### config.mk
export PLATFORM = sky130hd
export DESIGN_NAME = seg7_scan_driver
export DESIGN_NICKNAME = d
export VERILOG_FILES = /design/src/rtl/seg7_scan_driver.sv
export SDC_FILE = /design/constraint.sdc
export NUM_CORES = 1
export LEC_CHECK = 0
export BUFFER_PORTS_ARGS = -buffer_cell sky130_fd_sc_hd__clkbuf_2
export CAP_MARGIN = 10
export CORE_MARGIN = 10
export CORE_UTILIZATION = 45
export CTS_CLUSTER_DIAMETER = 60
export DETAILED_ROUTE_END_ITERATION = 6
export GPL_ROUTABILITY_DRIVEN = 0
export HOLD_SLACK_MARGIN = 0.05
export PLACE_DENSITY = 0.62
export RECOVER_POWER = 100
export SYNTH_ARGS = -nofsm -noshare
export SYNTH_HDL_FRONTEND = slang
export SYNTH_SLANG_ARGS = --single-unit
### constraint.sdc
create_clock -name clk -period 4.03 [get_ports clk]
set_input_delay 0.2015 -clock clk [delete_from_list [all_inputs] [get_ports clk]]
set_output_delay 0.2015 -clock clk [all_outputs]
set_load 0.01 [all_outputs]
### src/rtl/seg7_scan_driver.sv
// seg7_scan_driver: time-multiplexed driver for NUM_DIGITS common-anode 7-segment digits.
//
// Latches a packed hex word (plus per-digit blank and decimal-point masks) into a pending
// buffer on load. The buffer is copied into the display registers only at the frame
// boundary, so a frame never tears. Each digit owns a slot of SCAN_DIV cycles. The first
// DEAD_CYCLES cycles of a slot keep all anodes off to avoid ghosting.
//
// Ports:
//   clk          system clock
//   rst_n        asynchronous active-low reset
//   value        packed nibbles, digit i = value[4i+3:4i], digit 0 rightmost
//   load         one-cycle strobe capturing value/blank/dp_in
//   blank        1 = digit i dark
//   dp_in        1 = decimal point i lit
//   seg          segments {g,f,e,d,c,b,a}
//   dp           decimal point of the active digit
//   an           digit enables, active-low
//   digit_idx    slot currently shown on the outputs
//   frame_start  one-cycle pulse when digit_idx wraps to 0
//
// Optional feature, enabled by defining SEG7_LEADING_ZERO_BLANK_EN: zero nibbles above the
// most significant nonzero digit are dark (digit 0 is never suppressed).

module seg7_scan_driver #(
    parameter int unsigned NUM_DIGITS     = 4,
    parameter int unsigned SCAN_DIV       = 50000,
    parameter int unsigned DEAD_CYCLES    = 500,
    parameter bit          SEG_ACTIVE_LOW = 1'b1,
    localparam int unsigned IDX_W = (NUM_DIGITS > 1) ? $clog2(NUM_DIGITS) : 1,
    localparam int unsigned CNT_W = (SCAN_DIV > 1) ? $clog2(SCAN_DIV) : 1
) (
    input  logic                    clk,
    input  logic                    rst_n,
    input  logic [4*NUM_DIGITS-1:0] value,
    input  logic                    load,
    input  logic [NUM_DIGITS-1:0]   blank,
    input  logic [NUM_DIGITS-1:0]   dp_in,
    output logic [6:0]              seg,
    output logic                    dp,
    output logic [NUM_DIGITS-1:0]   an,
    output logic [IDX_W-1:0]        digit_idx,
    output logic                    frame_start
);

    localparam logic [6:0] SEG_OFF = SEG_ACTIVE_LOW ? 7'h7F : 7'h00;
    localparam logic       DP_OFF  = SEG_ACTIVE_LOW;

    // Active-low gfedcba encoding.
    function automatic logic [6:0] decode(input logic [3:0] n);
        logic [6:0] s;
        case (n)
            4'h0: s = 7'h40;
            4'h1: s = 7'h79;
            4'h2: s = 7'h24;
            4'h3: s = 7'h30;
            4'h4: s = 7'h19;
            4'h5: s = 7'h12;
            4'h6: s = 7'h02;
            4'h7: s = 7'h78;
            4'h8: s = 7'h00;
            4'h9: s = 7'h18;
            4'hA: s = 7'h08;
            4'hB: s = 7'h03;
            4'hC: s = 7'h46;
            4'hD: s = 7'h21;
            4'hE: s = 7'h06;
            default: s = 7'h0E;
        endcase
        return s;
    endfunction

    logic [CNT_W-1:0]        cnt_q, cnt_d;
    logic [IDX_W-1:0]        idx_q, idx_d;
    logic                    wrap_q;
    logic                    cnt_last, idx_last, boundary;

    logic [4*NUM_DIGITS-1:0] pend_val_q, disp_val_q;
    logic [NUM_DIGITS-1:0]   pend_blank_q, pend_dp_q, disp_blank_q, disp_dp_q;
    logic                    pend_valid_q;

    logic [NUM_DIGITS-1:0]   lz;
    logic [3:0]              nib;
    logic                    blk, dpl, sup, dark, in_dead;
    logic [6:0]              seg_d;
    logic                    dp_d;
    logic [NUM_DIGITS-1:0]   an_d;

    always_comb begin
        cnt_last = (32'(cnt_q) == SCAN_DIV - 1);
        idx_last = (32'(idx_q) == NUM_DIGITS - 1);
        boundary = cnt_last && idx_last;
        cnt_d    = cnt_last ? '0 : cnt_q + CNT_W'(1);
        idx_d    = idx_q;
        if (cnt_last) begin
            idx_d = idx_last ? '0 : idx_q + IDX_W'(1);
        end
    end

    // Leading-zero suppression mask over the display word.
    always_comb begin
        lz = '0;
`ifdef SEG7_LEADING_ZERO_BLANK_EN
        begin
            logic seen;
            seen = 1'b0;
            for (int i = NUM_DIGITS - 1; i >= 1; i--) begin
                if (disp_val_q[4*i +: 4] != 4'h0) begin
                    seen = 1'b1;
                end
                lz[i] = !seen;
            end
        end
`endif
    end

    always_comb begin
        nib = 4'h0;
        blk = 1'b1;
        dpl = 1'b0;
        sup = 1'b0;
        for (int unsigned i = 0; i < NUM_DIGITS; i++) begin
            if (32'(idx_q) == i) begin
                nib = disp_val_q[4*i +: 4];
                blk = disp_blank_q[i];
                dpl = disp_dp_q[i];
                sup = lz[i];
            end
        end
        dark    = blk || sup;
        in_dead = (32'(cnt_q) < DEAD_CYCLES);
        // Segments stay driven through dead time; only the anodes are held off.
        seg_d   = dark ? SEG_OFF : (SEG_ACTIVE_LOW ? decode(nib) : ~decode(nib));
        // A suppressed leading zero still shows its decimal point.
        dp_d    = (dpl && !blk) ? ~DP_OFF : DP_OFF;
        an_d    = '1;
        for (int unsigned i = 0; i < NUM_DIGITS; i++) begin
            if ((32'(idx_q) == i) && !dark && !in_dead) begin
                an_d[i] = 1'b0;
            end
        end
    end

    always_ff @(posedge clk or negedge rst_n) begin
        if (!rst_n) begin
            cnt_q        <= '0;
            idx_q        <= '0;
            wrap_q       <= 1'b0;
            pend_val_q   <= '0;
            pend_blank_q <= '1;
            pend_dp_q    <= '0;
            pend_valid_q <= 1'b0;
            disp_val_q   <= '0;
            disp_blank_q <= '1;
            disp_dp_q    <= '0;
            seg          <= SEG_OFF;
            dp           <= DP_OFF;
            an           <= '1;
            digit_idx    <= '0;
            frame_start  <= 1'b0;
        end else begin
            cnt_q  <= cnt_d;
            idx_q  <= idx_d;
            wrap_q <= boundary;
            if (boundary) begin
                // A load landing on the boundary goes straight to the display.
                if (load) begin
                    disp_val_q   <= value;
                    disp_blank_q <= blank;
                    disp_dp_q    <= dp_in;
                end else if (pend_valid_q) begin
                    disp_val_q   <= pend_val_q;
                    disp_blank_q <= pend_blank_q;
                    disp_dp_q    <= pend_dp_q;
                end
                pend_valid_q <= 1'b0;
            end else if (load) begin
                pend_val_q   <= value;
                pend_blank_q <= blank;
                pend_dp_q    <= dp_in;
                pend_valid_q <= 1'b1;
            end
            seg         <= seg_d;
            dp          <= dp_d;
            an          <= an_d;
            digit_idx   <= idx_q;
            frame_start <= wrap_q;
        end
    end

endmodule

==> metrics.txt, run 1 <==
# TYPE chip_impl_metric gauge
chip_impl_info{name="result_of_the_run",value="finished with violations"} 1
chip_impl_info{name="violations",value="max-capacitance violations, max-slew violations"} 1
chip_impl_metric{name="global_route.overflow_total",unit=""} 0
chip_impl_metric{name="finalCoreUtilization",unit="%"} 52.09
chip_impl_info{name="layout.cells.most_common",value="sky130_fd_sc_hd__dfrtp_1"} 1
chip_impl_metric{name="die-height",unit="µm"} 112.9
chip_impl_metric{name="synth_xor_area_share",unit="%"} 2.934
chip_impl_metric{name="clkSinkCount",unit=""} 83
chip_impl_metric{name="firstDrtPassIters",unit=""} 4
chip_impl_metric{name="seq_power_share",unit="%"} 55.9
chip_impl_info{name="timing.critical_path.to_type",value="register"} 1
chip_impl_metric{name="worstMarginPinSlew",unit="ns"} 1.990
chip_impl_info{name="reg2reg_capture_point",value="disp_val_q[1]$_DFFE_PN0P_"} 1
chip_impl_metric{name="timing.fmax",unit="GHz"} 0.3197
chip_impl_metric{name="postCtsSetupRepairBufs",unit=""} 0
chip_impl_metric{name="cts.clk_slew.worst_paths",unit="ns"} 0.09
chip_impl_metric{name="cts_made_buffers",unit=""} 9
chip_impl_metric{name="cellInternalPower",unit="µW"} 1195
chip_impl_metric{name="synth_seq_area_share",unit="%"} 54.16
chip_impl_metric{name="power.share.combinational",unit="%"} 5.7
chip_impl_metric{name="maxCapViolations",unit=""} 1
chip_impl_metric{name="htree_levels",unit=""} 3
chip_impl_metric{name="drt_iter0_markers",unit=""} 95
chip_impl_metric{name="initial_antenna_violation_count",unit=""} 0
chip_impl_metric{name="synth-edff-count",unit=""} 0
chip_impl_metric{name="number_of_placement_rows",unit=""} 33
chip_impl_metric{name="synthesized_instance_count",unit=""} 342
chip_impl_metric{name="flow.area_growth_from_synthesis",unit="%"} 11.38
chip_impl_info{name="reg2reg_from",value="cnt_q[11]$_DFF_PN0_"} 1
chip_impl_metric{name="viasPerCell",unit=""} 5.140
chip_impl_metric{name="vias",unit=""} 2529
chip_impl_metric{name="final_nets",unit=""} 420
chip_impl_metric{name="fp.dieArea",unit="µm²"} 12740
chip_impl_info{name="layout.cells.most_common_list",value="sky130_fd_sc_hd__dfrtp_1, sky130_fd_sc_hd__nand2_1, sky130_fd_sc_hd__o21ai_0, sky130_fd_sc_hd__mux2i_1, sky130_fd_sc_hd__clkbuf_2"} 1
chip_impl_metric{name="n_fill_cell",unit=""} 750
chip_impl_metric{name="finClkSkew",unit="ns"} 0.01198
chip_impl_metric{name="die-width",unit="µm"} 112.9
chip_impl_metric{name="wire_per_inst",unit="µm"} 14.79
chip_impl_metric{name="grt_pass1_vias",unit=""} 2606
chip_impl_metric{name="io-pin-count",unit=""} 42
chip_impl_metric{name="worstRegToRegCells",unit=""} 7
chip_impl_info{name="worstSetupStartpoint",value="cnt_q[11]$_DFF_PN0_"} 1
chip_impl_metric{name="synth_seq_cells",unit=""} 83
chip_impl_metric{name="yosys.area_share.adder",unit="%"} 3.546
chip_impl_metric{name="report.final.slew_viol_count",unit=""} 84
chip_impl_metric{name="synth_nets",unit=""} 380
chip_impl_metric{name="final-instance-count-excl-fill",unit=""} 492
chip_impl_metric{name="timing.critical_path.fanout_max",unit=""} 48
chip_impl_metric{name="place_hpwl",unit="µm"} 5125
chip_impl_metric{name="postRouteWirelength",unit="µm"} 7279
chip_impl_metric{name="numPortBuffers",unit=""} 41
chip_impl_metric{name="ff_latch_area",unit="µm²"} 2102
chip_impl_metric{name="async_reset_ff_share",unit="%"} 100.0
chip_impl_metric{name="cts-root-to-sink-buffers",unit=""} 2
chip_impl_metric{name="post_synth_mux_area_share",unit="%"} 14.47
chip_impl_metric{name="place_inst",unit=""} 476
chip_impl_metric{name="post_synthesis_compound_gate_area_fraction",unit="%"} 8.349
chip_impl_metric{name="grt_max_degree",unit=""} 84
chip_impl_metric{name="setup_viol",unit=""} 0
chip_impl_metric{name="finalHoldViolations",unit=""} 0
chip_impl_metric{name="leakage",unit="µW"} 0.001916
chip_impl_metric{name="core_region_area",unit="µm²"} 8299
chip_impl_metric{name="fraction_of_the_mapped_netlist_area_in_simple_logic_gates",unit="%"} 13.64
chip_impl_info{name="hold_path_class",value="in -> reg"} 1
chip_impl_metric{name="vdd_ir_drop_max",unit="µV"} 173.5
chip_impl_metric{name="power_switching_share",unit="%"} 23.25
chip_impl_info{name="clock_tree_from_tritoncts",value="yes"} 1
chip_impl_metric{name="critical_path_required",unit="ns"} 4.22
chip_impl_metric{name="first_pass_grt_wire_length",unit="µm"} 12630
chip_impl_info{name="grt_setup_unrepaired",value="no"} 1
chip_impl_metric{name="post_cts_resized",unit=""} 0
chip_impl_metric{name="route.antenna.remaining_nets",unit=""} 0
chip_impl_metric{name="clk_latency",unit="ns"} 0.35
chip_impl_metric{name="power.density",unit="nW/µm²"} 360.1
chip_impl_metric{name="reg2reg_slack",unit="ns"} 0.90
chip_impl_metric{name="residual_drc_count",unit=""} 0
chip_impl_metric{name="share_of_the_clock_period_used_by_the_worst_path_after_layout",unit="%"} 77.60
chip_impl_metric{name="worstPathArrival",unit="ns"} 3.32
chip_impl_metric{name="cts-hold-fix-buffers",unit=""} 0
chip_impl_metric{name="initial_core_util",unit="%"} 46.77
chip_impl_metric{name="fraction_of_layout_cells_with_a_size_suffix_above_1",unit="%"} 23.51
chip_impl_info{name="critical_path_endpoint",value="disp_val_q[1]$_DFFE_PN0P_"} 1
chip_impl_info{name="dominant_register_cell_in_the_synthesized_netlist",value="sky130_fd_sc_hd__dfrtp_1"} 1
chip_impl_info{name="clock-root-buffer",value="sky130_fd_sc_hd__clkbuf_8"} 1
chip_impl_metric{name="post_synth_num_cell_types",unit=""} 46
chip_impl_metric{name="period_needed",unit="ns"} 3.127
chip_impl_metric{name="synthesized_area",unit="µm²"} 3881
chip_impl_info{name="synth_top_family_by_area",value="multiplexers"} 1
chip_impl_metric{name="multiInputGateArea",unit="µm²"} 1644
chip_impl_info{name="critical_path_class",value="reg -> reg"} 1
chip_impl_metric{name="setup_tns",unit="ns"} 0
chip_impl_info{name="startpoint_type",value="register"} 1
chip_impl_metric{name="p_total",unit="µW"} 1557
chip_impl_metric{name="antenna_cells",unit=""} 0
chip_impl_metric{name="headroom_to_the_max_slew_limit",unit="%"} -32.69
chip_impl_metric{name="total_routing_resource_utilization_after_global_routing",unit="%"} 11.88
chip_impl_metric{name="postSynthAreaPerCell",unit="µm²"} 11.35
chip_impl_metric{name="clock_share_of_power",unit="%"} 38.4
chip_impl_metric{name="synth.yosys.warnings",unit=""} 0
chip_impl_metric{name="power.net_switching",unit="µW"} 361.9
## worst min-delay path by stage
stage / cells past startpoint / from / endpoint / slack [ns]
finish: 2 / value[6] / pend_val_q[6]$_DFFE_PN0P_ / 0.09
global route: 2 / value[9] / pend_val_q[9]$_DFFE_PN0P_ / 0.08
CTS: 1 / rst_n / cnt_q[10]$_DFF_PN0_ / 0.06
detailed placement: 0 / wrap_q$_DFF_PN0_ / frame_start$_DFF_PN0_ / 0.34
global placement: 0 / wrap_q$_DFF_PN0_ / frame_start$_DFF_PN0_ / 0.33
floorplan: 0 / rst_n / cnt_q[0]$_DFF_PN0_ / -0.09
## state kept, by name, summed over array words and instances, names as in the netlist
name          cells
cnt_q            16
frame_start       1
pend_valid_q      1
wrap_q            1
an                4
pend_blank_q      4
seg               7
idx_q             2
disp_blank_q      4
pend_val_q       16
dp                1
pend_dp_q         4
digit_idx         2
disp_dp_q         4
disp_val_q       16
## cell type report
cell class                 count  area share [%]
sequential                    83           48.63
inverter                       8          0.6946
multi-input combinational    234           38.03
clock buffer                   9           2.865
clock inverter                 7           1.794
timing repair buffer          46           4.949
tap                          105           3.039
## critical path, cell delays in order (launching register included)
cell and delay, ns:
sky130_fd_sc_hd__dfrtp_1 0.44, sky130_fd_sc_hd__or4_1 0.60, sky130_fd_sc_hd__nor4_1 0.45, sky130_fd_sc_hd__clkbuf_1 0.52
sky130_fd_sc_hd__nand3b_1 0.15, sky130_fd_sc_hd__clkbuf_2 0.48, sky130_fd_sc_hd__nand2_1 0.20, sky130_fd_sc_hd__o21ai_0 0.11
## cell usage after synthesis, types with 2 or more instances
master | number | area share (%)
sky130_fd_sc_hd__nor2b_1 | 9 | 1.5
sky130_fd_sc_hd__dfrtp_1 | 63 | 41
sky130_fd_sc_hd__mux2_2 | 25 | 7.3
sky130_fd_sc_hd__dfstp_2 | 20 | 14
sky130_fd_sc_hd__nor2_1 | 19 | 1.8
sky130_fd_sc_hd__clkbuf_1 | 12 | 1.2
sky130_fd_sc_hd__nor3b_1 | 3 | 0.58
sky130_fd_sc_hd__a21oi_1 | 2 | 0.26
sky130_fd_sc_hd__o31ai_1 | 2 | 0.39
sky130_fd_sc_hd__buf_6 | 2 | 0.58
sky130_fd_sc_hd__o311ai_0 | 2 | 0.45
sky130_fd_sc_hd__a221oi_1 | 2 | 0.45
sky130_fd_sc_hd__nand3b_1 | 4 | 0.77
sky130_fd_sc_hd__nand4_1 | 3 | 0.48
sky130_fd_sc_hd__o211ai_1 | 3 | 0.58
sky130_fd_sc_hd__buf_2 | 3 | 0.39
sky130_fd_sc_hd__inv_1 | 8 | 0.77
sky130_fd_sc_hd__o21ai_0 | 29 | 3.7
sky130_fd_sc_hd__nand3_1 | 7 | 0.90
sky130_fd_sc_hd__xnor2_1 | 6 | 1.4
sky130_fd_sc_hd__nand2b_1 | 4 | 0.64
sky130_fd_sc_hd__mux2i_1 | 28 | 7.2
sky130_fd_sc_hd__nand2_1 | 44 | 4.3
sky130_fd_sc_hd__ha_1 | 11 | 3.5
sky130_fd_sc_hd__a211oi_1 | 4 | 0.77
sky130_fd_sc_hd__xor2_1 | 7 | 1.6
## power by group through the flow
stage / logic (µW) / registers, µW / clock network (µW)
after global placement: 91.1 / 885 / 0
after global routing: 101 / 874 / 656
after detailed placement: 92.7 / 887 / 0
final: 88.8 / 871 / 597
after CTS: 93.0 / 871 / 620
after floorplan: 53.4 / 884 / 0
## per-layer routing
| metal | up-vias | part of all wire, % | global-route usage (%) |
|---|---|---|---|
| li1 | 1268 | - | - |
| met1 | 1206 | 52 | 16.21 |
| met2 | 43 | 42 | 17.05 |
| met3 | 12 | 4.4 | 3.487 |
| met4 | 0 | 1.7 | 5.076 |
| met5 | - | 0 | 0 |
## cell families after synthesis
group	Yosys count
AOI/OAI and AO/OA	52
xor gates and xnor gates	13
muxes	53
DFF	83
and+or+nand+nor	105
adders and majority gates	11
buffers and inverters	25
## stage by stage
stage                     hold WS [ns]  instance area [µm²]  worst slack [ns]
after global placement          0.3339                 4175             1.405
after global routing           0.07568                 4323            0.5423
after floorplan               -0.09409                 3881             1.496
after detailed placement        0.3385                 4175             1.241
after CTS                      0.05810                 4377             1.224
final                          0.09301                 4323            0.9025
(Power assumes the default switching activity.)
==> run 2: changes to the inputs <==
- PLACE_DENSITY: 0.62 -> 0.64
- clock period: 4.03 -> 2.6 ns (I/O delays scaled with it)
==> metrics.txt, run 2 (synthesized netlist as in run 1, its figures left out) <==
# TYPE chip_impl_metric gauge
chip_impl_info{name="result_of_the_run",value="finished with violations"} 1
chip_impl_info{name="violations",value="max-capacitance violations, max-slew violations"} 1
chip_impl_metric{name="report.final.slew_viol_count",unit=""} 82
chip_impl_info{name="largest_registers",value="cnt_q: 16 flops, disp_val_q: 16 flops, pend_val_q: 16 flops"} 1
chip_impl_info{name="layout.cells.most_common_list",value="sky130_fd_sc_hd__dfrtp_1, sky130_fd_sc_hd__nand2_1, sky130_fd_sc_hd__o21ai_0, sky130_fd_sc_hd__mux2i_1, sky130_fd_sc_hd__clkbuf_2"} 1
chip_impl_metric{name="initial_core_util",unit="%"} 46.77
chip_impl_metric{name="core_region_area",unit="µm²"} 8299
chip_impl_metric{name="share_of_the_clock_period_used_by_the_worst_path_after_layout",unit="%"} 93.00
chip_impl_metric{name="cts.clk_slew.worst_paths",unit="ns"} 0.09
chip_impl_metric{name="vdd_ir_drop_max",unit="µV"} 295.7
chip_impl_metric{name="residual_drc_count",unit=""} 0
chip_impl_info{name="layout.cells.most_common",value="sky130_fd_sc_hd__dfrtp_1"} 1
chip_impl_metric{name="fraction_of_layout_cells_with_a_size_suffix_above_1",unit="%"} 23.75
chip_impl_info{name="hold_path_class",value="in -> reg"} 1
chip_impl_metric{name="htree_levels",unit=""} 3
chip_impl_metric{name="die-width",unit="µm"} 112.9
chip_impl_metric{name="headroom_to_the_max_slew_limit",unit="%"} -28.45
chip_impl_metric{name="route.antenna.remaining_nets",unit=""} 0
chip_impl_metric{name="timing.critical_path.fanout_max",unit=""} 24
chip_impl_metric{name="power.density",unit="nW/µm²"} 548.4
chip_impl_metric{name="maxCapViolations",unit=""} 1
chip_impl_metric{name="worst_hold_slack",unit="ns"} 0.07909
chip_impl_metric{name="postCtsSetupRepairBufs",unit=""} 0
chip_impl_metric{name="reg2reg_slack",unit="ns"} 0.18
chip_impl_metric{name="clkSinkCount",unit=""} 83
chip_impl_metric{name="grt_max_degree",unit=""} 82
chip_impl_metric{name="flow.area_growth_from_synthesis",unit="%"} 20.44
chip_impl_metric{name="wire_per_inst",unit="µm"} 14.31
chip_impl_metric{name="firstDrtPassIters",unit=""} 4
chip_impl_metric{name="worstMarginPinSlew",unit="ns"} 1.927
chip_impl_metric{name="fin_area",unit="µm²"} 4674
chip_impl_info{name="reg2reg_capture_point",value="pend_val_q[3]$_DFFE_PN0P_"} 1
chip_impl_metric{name="place_hpwl",unit="µm"} 5262
chip_impl_metric{name="global_route.overflow_total",unit=""} 0
chip_impl_metric{name="number_of_placement_rows",unit=""} 33
chip_impl_metric{name="first_pass_grt_wire_length",unit="µm"} 13140
chip_impl_metric{name="hold_depth",unit=""} 3
chip_impl_metric{name="timing.fmax",unit="GHz"} 0.4136
chip_impl_metric{name="numPortBuffers",unit=""} 41
chip_impl_metric{name="fp.dieArea",unit="µm²"} 12740
chip_impl_metric{name="drt_iter0_markers",unit=""} 85
chip_impl_metric{name="worstRegToRegCells",unit=""} 5
chip_impl_metric{name="antenna_cells",unit=""} 0
chip_impl_info{name="critical_path_class",value="reg -> reg"} 1
chip_impl_info{name="startpoint_type",value="register"} 1
chip_impl_metric{name="worstPathArrival",unit="ns"} 2.64
chip_impl_metric{name="finClkSkew",unit="ns"} 0.01300
chip_impl_info{name="reg2reg_from",value="cnt_q[11]$_DFF_PN0_"} 1
chip_impl_info{name="clock-root-buffer",value="sky130_fd_sc_hd__clkbuf_8"} 1
chip_impl_metric{name="setup_viol",unit=""} 0
chip_impl_metric{name="cts-root-to-sink-buffers",unit=""} 2
chip_impl_info{name="grt_setup_unrepaired",value="no"} 1
chip_impl_metric{name="grt_pass1_vias",unit=""} 2751
chip_impl_info{name="worstHoldStart",value="load"} 1
chip_impl_metric{name="finalHoldViolations",unit=""} 0
chip_impl_metric{name="initial_antenna_violation_count",unit=""} 0
chip_impl_metric{name="critical_path_required",unit="ns"} 2.83
chip_impl_metric{name="setup_tns",unit="ns"} 0
chip_impl_info{name="clock_tree_from_tritoncts",value="yes"} 1
chip_impl_metric{name="vias",unit=""} 2690
chip_impl_info{name="timing.critical_path.to_type",value="register"} 1
chip_impl_metric{name="cts_made_buffers",unit=""} 9
chip_impl_metric{name="final_nets",unit=""} 454
chip_impl_metric{name="placement.cell_area",unit="µm²"} 4255
chip_impl_metric{name="viasPerCell",unit=""} 5.114
chip_impl_metric{name="period_needed",unit="ns"} 2.418
chip_impl_metric{name="clk_latency",unit="ns"} 0.35
chip_impl_metric{name="postRouteWirelength",unit="µm"} 7527
chip_impl_metric{name="finalCoreUtilization",unit="%"} 56.32
chip_impl_metric{name="die-height",unit="µm"} 112.9
chip_impl_info{name="worstHoldEndpoint",value="pend_valid_q$_DFFE_PN0P_"} 1
chip_impl_metric{name="total_routing_resource_utilization_after_global_routing",unit="%"} 12.10
chip_impl_metric{name="leakage",unit="µW"} 0.002070
chip_impl_metric{name="io-pin-count",unit=""} 42
chip_impl_metric{name="n_fill_cell",unit=""} 726
[run 2: cell types whose count changed in the layout (fill, tap and decap cells not counted), moves of 2 or more]
cell / previous run / this run
sky130_fd_sc_hd__clkbuf_8: 9 / 11
sky130_fd_sc_hd__buf_4: 2 / 6
sky130_fd_sc_hd__clkbuf_1: 17 / 22
sky130_fd_sc_hd__clkinv_4: 3 / 1
sky130_fd_sc_hd__dlygate4sd3_1: 0 / 25
[run 2: worst max-delay path by stage]
stage | cells past startpoint | start | slack (ns) | end
3_3_place_gp | 10 | idx_q[1]$_DFFE_PN0N_ | 0.31 | seg[3]$_DFF_PN1_
6_report | 5 | cnt_q[11]$_DFF_PN0_ | 0.18 | pend_val_q[3]$_DFFE_PN0P_
3_5_place_dp | 10 | idx_q[1]$_DFFE_PN0N_ | 0.16 | seg[3]$_DFF_PN1_
4_1_cts | 10 | idx_q[1]$_DFFE_PN0N_ | 0.13 | seg[3]$_DFF_PN1_
5_1_grt | 5 | cnt_q[11]$_DFF_PN0_ | 0.05 | pend_val_q[3]$_DFFE_PN0P_
2_1_floorplan | 10 | idx_q[1]$_DFFE_PN0N_ | 0.07 | seg[3]$_DFF_PN1_
[run 2: power by group]
part | switching (µW) | internal (µW) | leakage [µW]
registers | 16.8 | 1330 | 0.00102
clock network | 451 | 595 | 0.000117
logic | 74.5 | 93.9 | 0.000930
[run 2: area by class of cell]
class | count | area (µm²) | area share (%)
clock buffers | 12 | 155.1 | 3.319
clock inverters | 4 | 73.82 | 1.579
inverters | 8 | 30.03 | 0.6424
multi-input cells | 234 | 1665 | 35.63
flip-flops and latches | 83 | 2102 | 44.97
well taps | 105 | 131.4 | 2.810
repair buffers | 80 | 516.7 | 11.05
[run 2: worst max-delay path, stage by stage (launching register included)]
cell	delay (ns)
sky130_fd_sc_hd__dfrtp_1	0.44
sky130_fd_sc_hd__or4_1	0.61
sky130_fd_sc_hd__nor4_2	0.41
sky130_fd_sc_hd__a21boi_0	0.14
sky130_fd_sc_hd__buf_2	0.33
sky130_fd_sc_hd__mux2_2	0.35
[run 2: timing repair]
| action | 4_1_cts | 5_1_grt |
|---|---|---|
| resized for setup | 0 | 4 |
| setup endpoints to repair | 0 | 1 |
| hold endpoints to repair | 87 | 0 |
| hold buffers | 25 | 0 |
[run 2: metrics by stage]
step / worst slack, ns / std cells / total power [µW]
CTS: 0.1280 / 526 / 2606
global route: 0.04873 / 526 / 2666
floorplan: 0.06609 / 342 / 1453
finish: 0.1821 / 526 / 2564
global placement: 0.3077 / 485 / 1518
detailed placement: 0.1550 / 485 / 1524
[run 2: per-layer routing]
metal | vias up | global-route usage, % | routed length [µm]
met5 | - | 0 | 0
met2 | 45 | 18.39 | 3497
met1 | 1304 | 16.04 | 3607
met4 | 0 | 4.569 | 79
li1 | 1333 | - | -
met3 | 8 | 3.275 | 342
==> run 3: changes to the inputs <==
- CORE_MARGIN: 10 -> 1
- CTS_BUF_LIST: unset -> sky130_fd_sc_hd__clkbuf_16
==> metrics.txt, run 3 (synthesized netlist as in run 1, its figures left out) <==
# TYPE chip_impl_metric gauge
chip_impl_metric{name="power.net_switching",unit="µW"} 601.0
chip_impl_metric{name="setup_viol",unit=""} 0
chip_impl_metric{name="power_switching_share",unit="%"} 20.96
chip_impl_metric{name="vias",unit=""} 2669
chip_impl_info{name="layout.cells.most_common",value="sky130_fd_sc_hd__dfrtp_1"} 1
chip_impl_metric{name="die-width",unit="µm"} 94.87
chip_impl_info{name="cpLargestDelayFamily",value="compound AO/OA/AOI/OAI gates"} 1
chip_impl_metric{name="cts.clk_slew.worst_paths",unit="ns"} 0.06
chip_impl_metric{name="core_region_area",unit="µm²"} 8299
chip_impl_metric{name="clock_share_of_power",unit="%"} 47.0
chip_impl_info{name="result_of_the_run",value="finished with violations"} 1
chip_impl_metric{name="report.final.slew_viol_count",unit=""} 84
chip_impl_metric{name="number_of_placement_rows",unit=""} 33
chip_impl_metric{name="viasPerCell",unit=""} 5.103
chip_impl_metric{name="vdd_ir_drop_max",unit="µV"} 332.3
chip_impl_metric{name="numPortBuffers",unit=""} 41
chip_impl_info{name="largest_registers",value="cnt_q: 16 flops, disp_val_q: 16 flops, pend_val_q: 16 flops"} 1
chip_impl_info{name="layout.cells.most_common_list",value="sky130_fd_sc_hd__dfrtp_1, sky130_fd_sc_hd__nand2_1, sky130_fd_sc_hd__o21ai_0, sky130_fd_sc_hd__mux2i_1, sky130_fd_sc_hd__clkbuf_2"} 1
chip_impl_metric{name="power.density",unit="nW/µm²"} 600.9
chip_impl_metric{name="firstDrtPassIters",unit=""} 4
chip_impl_metric{name="global_route.overflow_total",unit=""} 0
chip_impl_info{name="timing.critical_path.to_type",value="register"} 1
chip_impl_metric{name="cts-root-to-sink-buffers",unit=""} 2
chip_impl_info{name="clock-root-buffer",value="sky130_fd_sc_hd__clkbuf_16"} 1
chip_impl_metric{name="seq_power_share",unit="%"} 47.1
chip_impl_metric{name="route.antenna.remaining_nets",unit=""} 0
chip_impl_metric{name="worstMarginPinSlew",unit="ns"} 1.966
chip_impl_info{name="grt_setup_unrepaired",value="no"} 1
chip_impl_metric{name="flow.area_growth_from_synthesis",unit="%"} 22.95
chip_impl_metric{name="period_needed",unit="ns"} 2.390
chip_impl_metric{name="drt_iter0_markers",unit=""} 95
chip_impl_metric{name="setup_tns",unit="ns"} 0
chip_impl_metric{name="initial_antenna_violation_count",unit=""} 0
chip_impl_metric{name="io-pin-count",unit=""} 42
chip_impl_info{name="timing.critical_path.cells",value="inv_1, ha_1, nor2b_1, a221oi_1, o31ai_1, buf_4, buf_4, ha_1, nor2b_1, o32ai_1, o21ai_0"} 1
chip_impl_metric{name="leakage",unit="µW"} 0.002107
chip_impl_metric{name="htree_levels",unit=""} 3
chip_impl_info{name="startpoint_type",value="register"} 1
chip_impl_metric{name="fraction_of_layout_cells_with_a_size_suffix_above_1",unit="%"} 24.40
chip_impl_metric{name="timing.fmax",unit="GHz"} 0.4184
chip_impl_metric{name="fp.dieArea",unit="µm²"} 9000
chip_impl_metric{name="grt_max_degree",unit=""} 84
chip_impl_metric{name="total_routing_resource_utilization_after_global_routing",unit="%"} 18.12
chip_impl_metric{name="first_pass_grt_wire_length",unit="µm"} 12420
chip_impl_info{name="crit_slowest_cell",value="sky130_fd_sc_hd__dfrtp_1"} 1
chip_impl_info{name="reg2reg_from",value="idx_q[0]$_DFFE_PN0N_"} 1
chip_impl_metric{name="finalHoldViolations",unit=""} 0
chip_impl_metric{name="postRouteWirelength",unit="µm"} 7113
chip_impl_metric{name="timing.critical_path.fanout_max",unit=""} 5
chip_impl_info{name="clock_tree_from_tritoncts",value="yes"} 1
chip_impl_metric{name="n_fill_cell",unit=""} 725
chip_impl_metric{name="ff_latch_area",unit="µm²"} 2102
chip_impl_metric{name="cts_made_buffers",unit=""} 9
chip_impl_metric{name="timing.critical_path.buf_inv",unit=""} 3
chip_impl_metric{name="die-height",unit="µm"} 94.87
chip_impl_metric{name="initial_core_util",unit="%"} 46.77
chip_impl_metric{name="antenna_cells",unit=""} 0
chip_impl_metric{name="final_nets",unit=""} 452
chip_impl_metric{name="critical_path_required",unit="ns"} 2.81
chip_impl_metric{name="headroom_to_the_max_slew_limit",unit="%"} -31.09
chip_impl_info{name="critical_path_class",value="reg -> reg"} 1
chip_impl_metric{name="clk_latency",unit="ns"} 0.33
chip_impl_info{name="hold_path_class",value="in -> reg"} 1
chip_impl_metric{name="worstPathArrival",unit="ns"} 2.60
chip_impl_metric{name="cellInternalPower",unit="µW"} 2267
chip_impl_metric{name="grt_pass1_vias",unit=""} 2602
chip_impl_metric{name="clkSinkCount",unit=""} 83
chip_impl_metric{name="maxCapViolations",unit=""} 1
chip_impl_metric{name="wire_per_inst",unit="µm"} 13.60
chip_impl_metric{name="power.share.combinational",unit="%"} 5.8
chip_impl_metric{name="slowest_delay",unit="ns"} 0.40
chip_impl_info{name="violations",value="max-capacitance violations, max-slew violations"} 1
chip_impl_metric{name="share_of_the_clock_period_used_by_the_worst_path_after_layout",unit="%"} 91.92
chip_impl_metric{name="finalCoreUtilization",unit="%"} 57.50
chip_impl_metric{name="hold_depth",unit=""} 2
chip_impl_metric{name="worst-path-stages",unit=""} 11
chip_impl_metric{name="place_hpwl",unit="µm"} 4805
chip_impl_info{name="worstSetupStartpoint",value="idx_q[0]$_DFFE_PN0N_"} 1
chip_impl_metric{name="worstRegToRegCells",unit=""} 11
chip_impl_metric{name="residual_drc_count",unit=""} 0
chip_impl_metric{name="finClkSkew",unit="ns"} 0.006763
chip_impl_info{name="worstHoldStart",value="dp_in[1]"} 1
chip_impl_metric{name="multiInputGateArea",unit="µm²"} 1679
-- run 3: what timing repair did --
item | 4_1_cts | 5_1_grt
endpoints found under the hold margin | 86 | 0
hold buffers | 24 | 0
buffers inserted | 0 | 1
endpoints found under the setup margin | 0 | 2
resized for setup | 0 | 3
-- run 3: layout make-up --
cell class	count	share of cell area (%)
Sequential cell	83	44.05
Multi-Input combinational cell	234	35.19
Timing Repair Buffer	78	10.78
Clock buffer	9	4.719
Tap cell	105	2.753
Clock inverter	6	1.888
Inverter	8	0.6293
-- run 3: layer usage --
metal / part of all wire, % / wire length (µm) / vias to the layer above / GRT usage, %
met2: 42 / 3014 / 59 / 27.04
met3: 4.0 / 281 / 12 / 4.026
met4: 2.1 / 146 / 0 / 6.566
met5: 0 / 0 / - / 0
li1: - / - / 1344 / -
met1: 52 / 3671 / 1254 / 25.80
-- run 3: stage by stage --
stage	cell area, µm²	std cells	total power [µW]	hold WS [ns]	setup WS [ns]
after floorplan	3881	342	1453	-0.1656	0.06609
after global placement	4228	483	1515	0.3611	0.2950
after detailed placement	4228	483	1520	0.3604	0.1588
after CTS	4783	522	2913	0.05616	0.1248
after global routing	4772	523	2983	0.06767	0.02101
final	4772	523	2868	0.06088	0.2100
-- run 3: power groups by stage --
stage / clock (µW) / sequential, µW / combinational, µW
finish: 1350 / 1350 / 167
global route: 1440 / 1350 / 187
CTS: 1390 / 1350 / 173
detailed placement: 0 / 1370 / 146
global placement: 0 / 1370 / 142
floorplan: 0 / 1370 / 82.8
-- run 3: worst register-to-register path, cell delays in order, from the launching register on --
cell                       delay [ns]
sky130_fd_sc_hd__dfrtp_1         0.40
sky130_fd_sc_hd__inv_1           0.11
sky130_fd_sc_hd__ha_1            0.22
sky130_fd_sc_hd__nor2b_1         0.16
sky130_fd_sc_hd__a221oi_1        0.28
sky130_fd_sc_hd__o31ai_1         0.13
sky130_fd_sc_hd__buf_4           0.16
sky130_fd_sc_hd__buf_4           0.13
sky130_fd_sc_hd__ha_1            0.22
sky130_fd_sc_hd__nor2b_1         0.15
sky130_fd_sc_hd__o32ai_1         0.20
sky130_fd_sc_hd__o21ai_0         0.13
-- run 3: path summary, 6_finish.rpt --
check / to / slack (ns)
worst max register to register: seg[3]$_DFF_PN1_ / 0.21
min in group asynchronous: cnt_q[13]$_DFF_PN0_ / 0.90
max in group asynchronous: pend_val_q[7]$_DFFE_PN0P_ / 0.55
worst min-delay path: pend_dp_q[1]$_DFFE_PN0P_ / 0.06
worst max-delay path: seg[3]$_DFF_PN1_ / 0.21
worst min register to register: frame_start$_DFF_PN0_ / 0.38
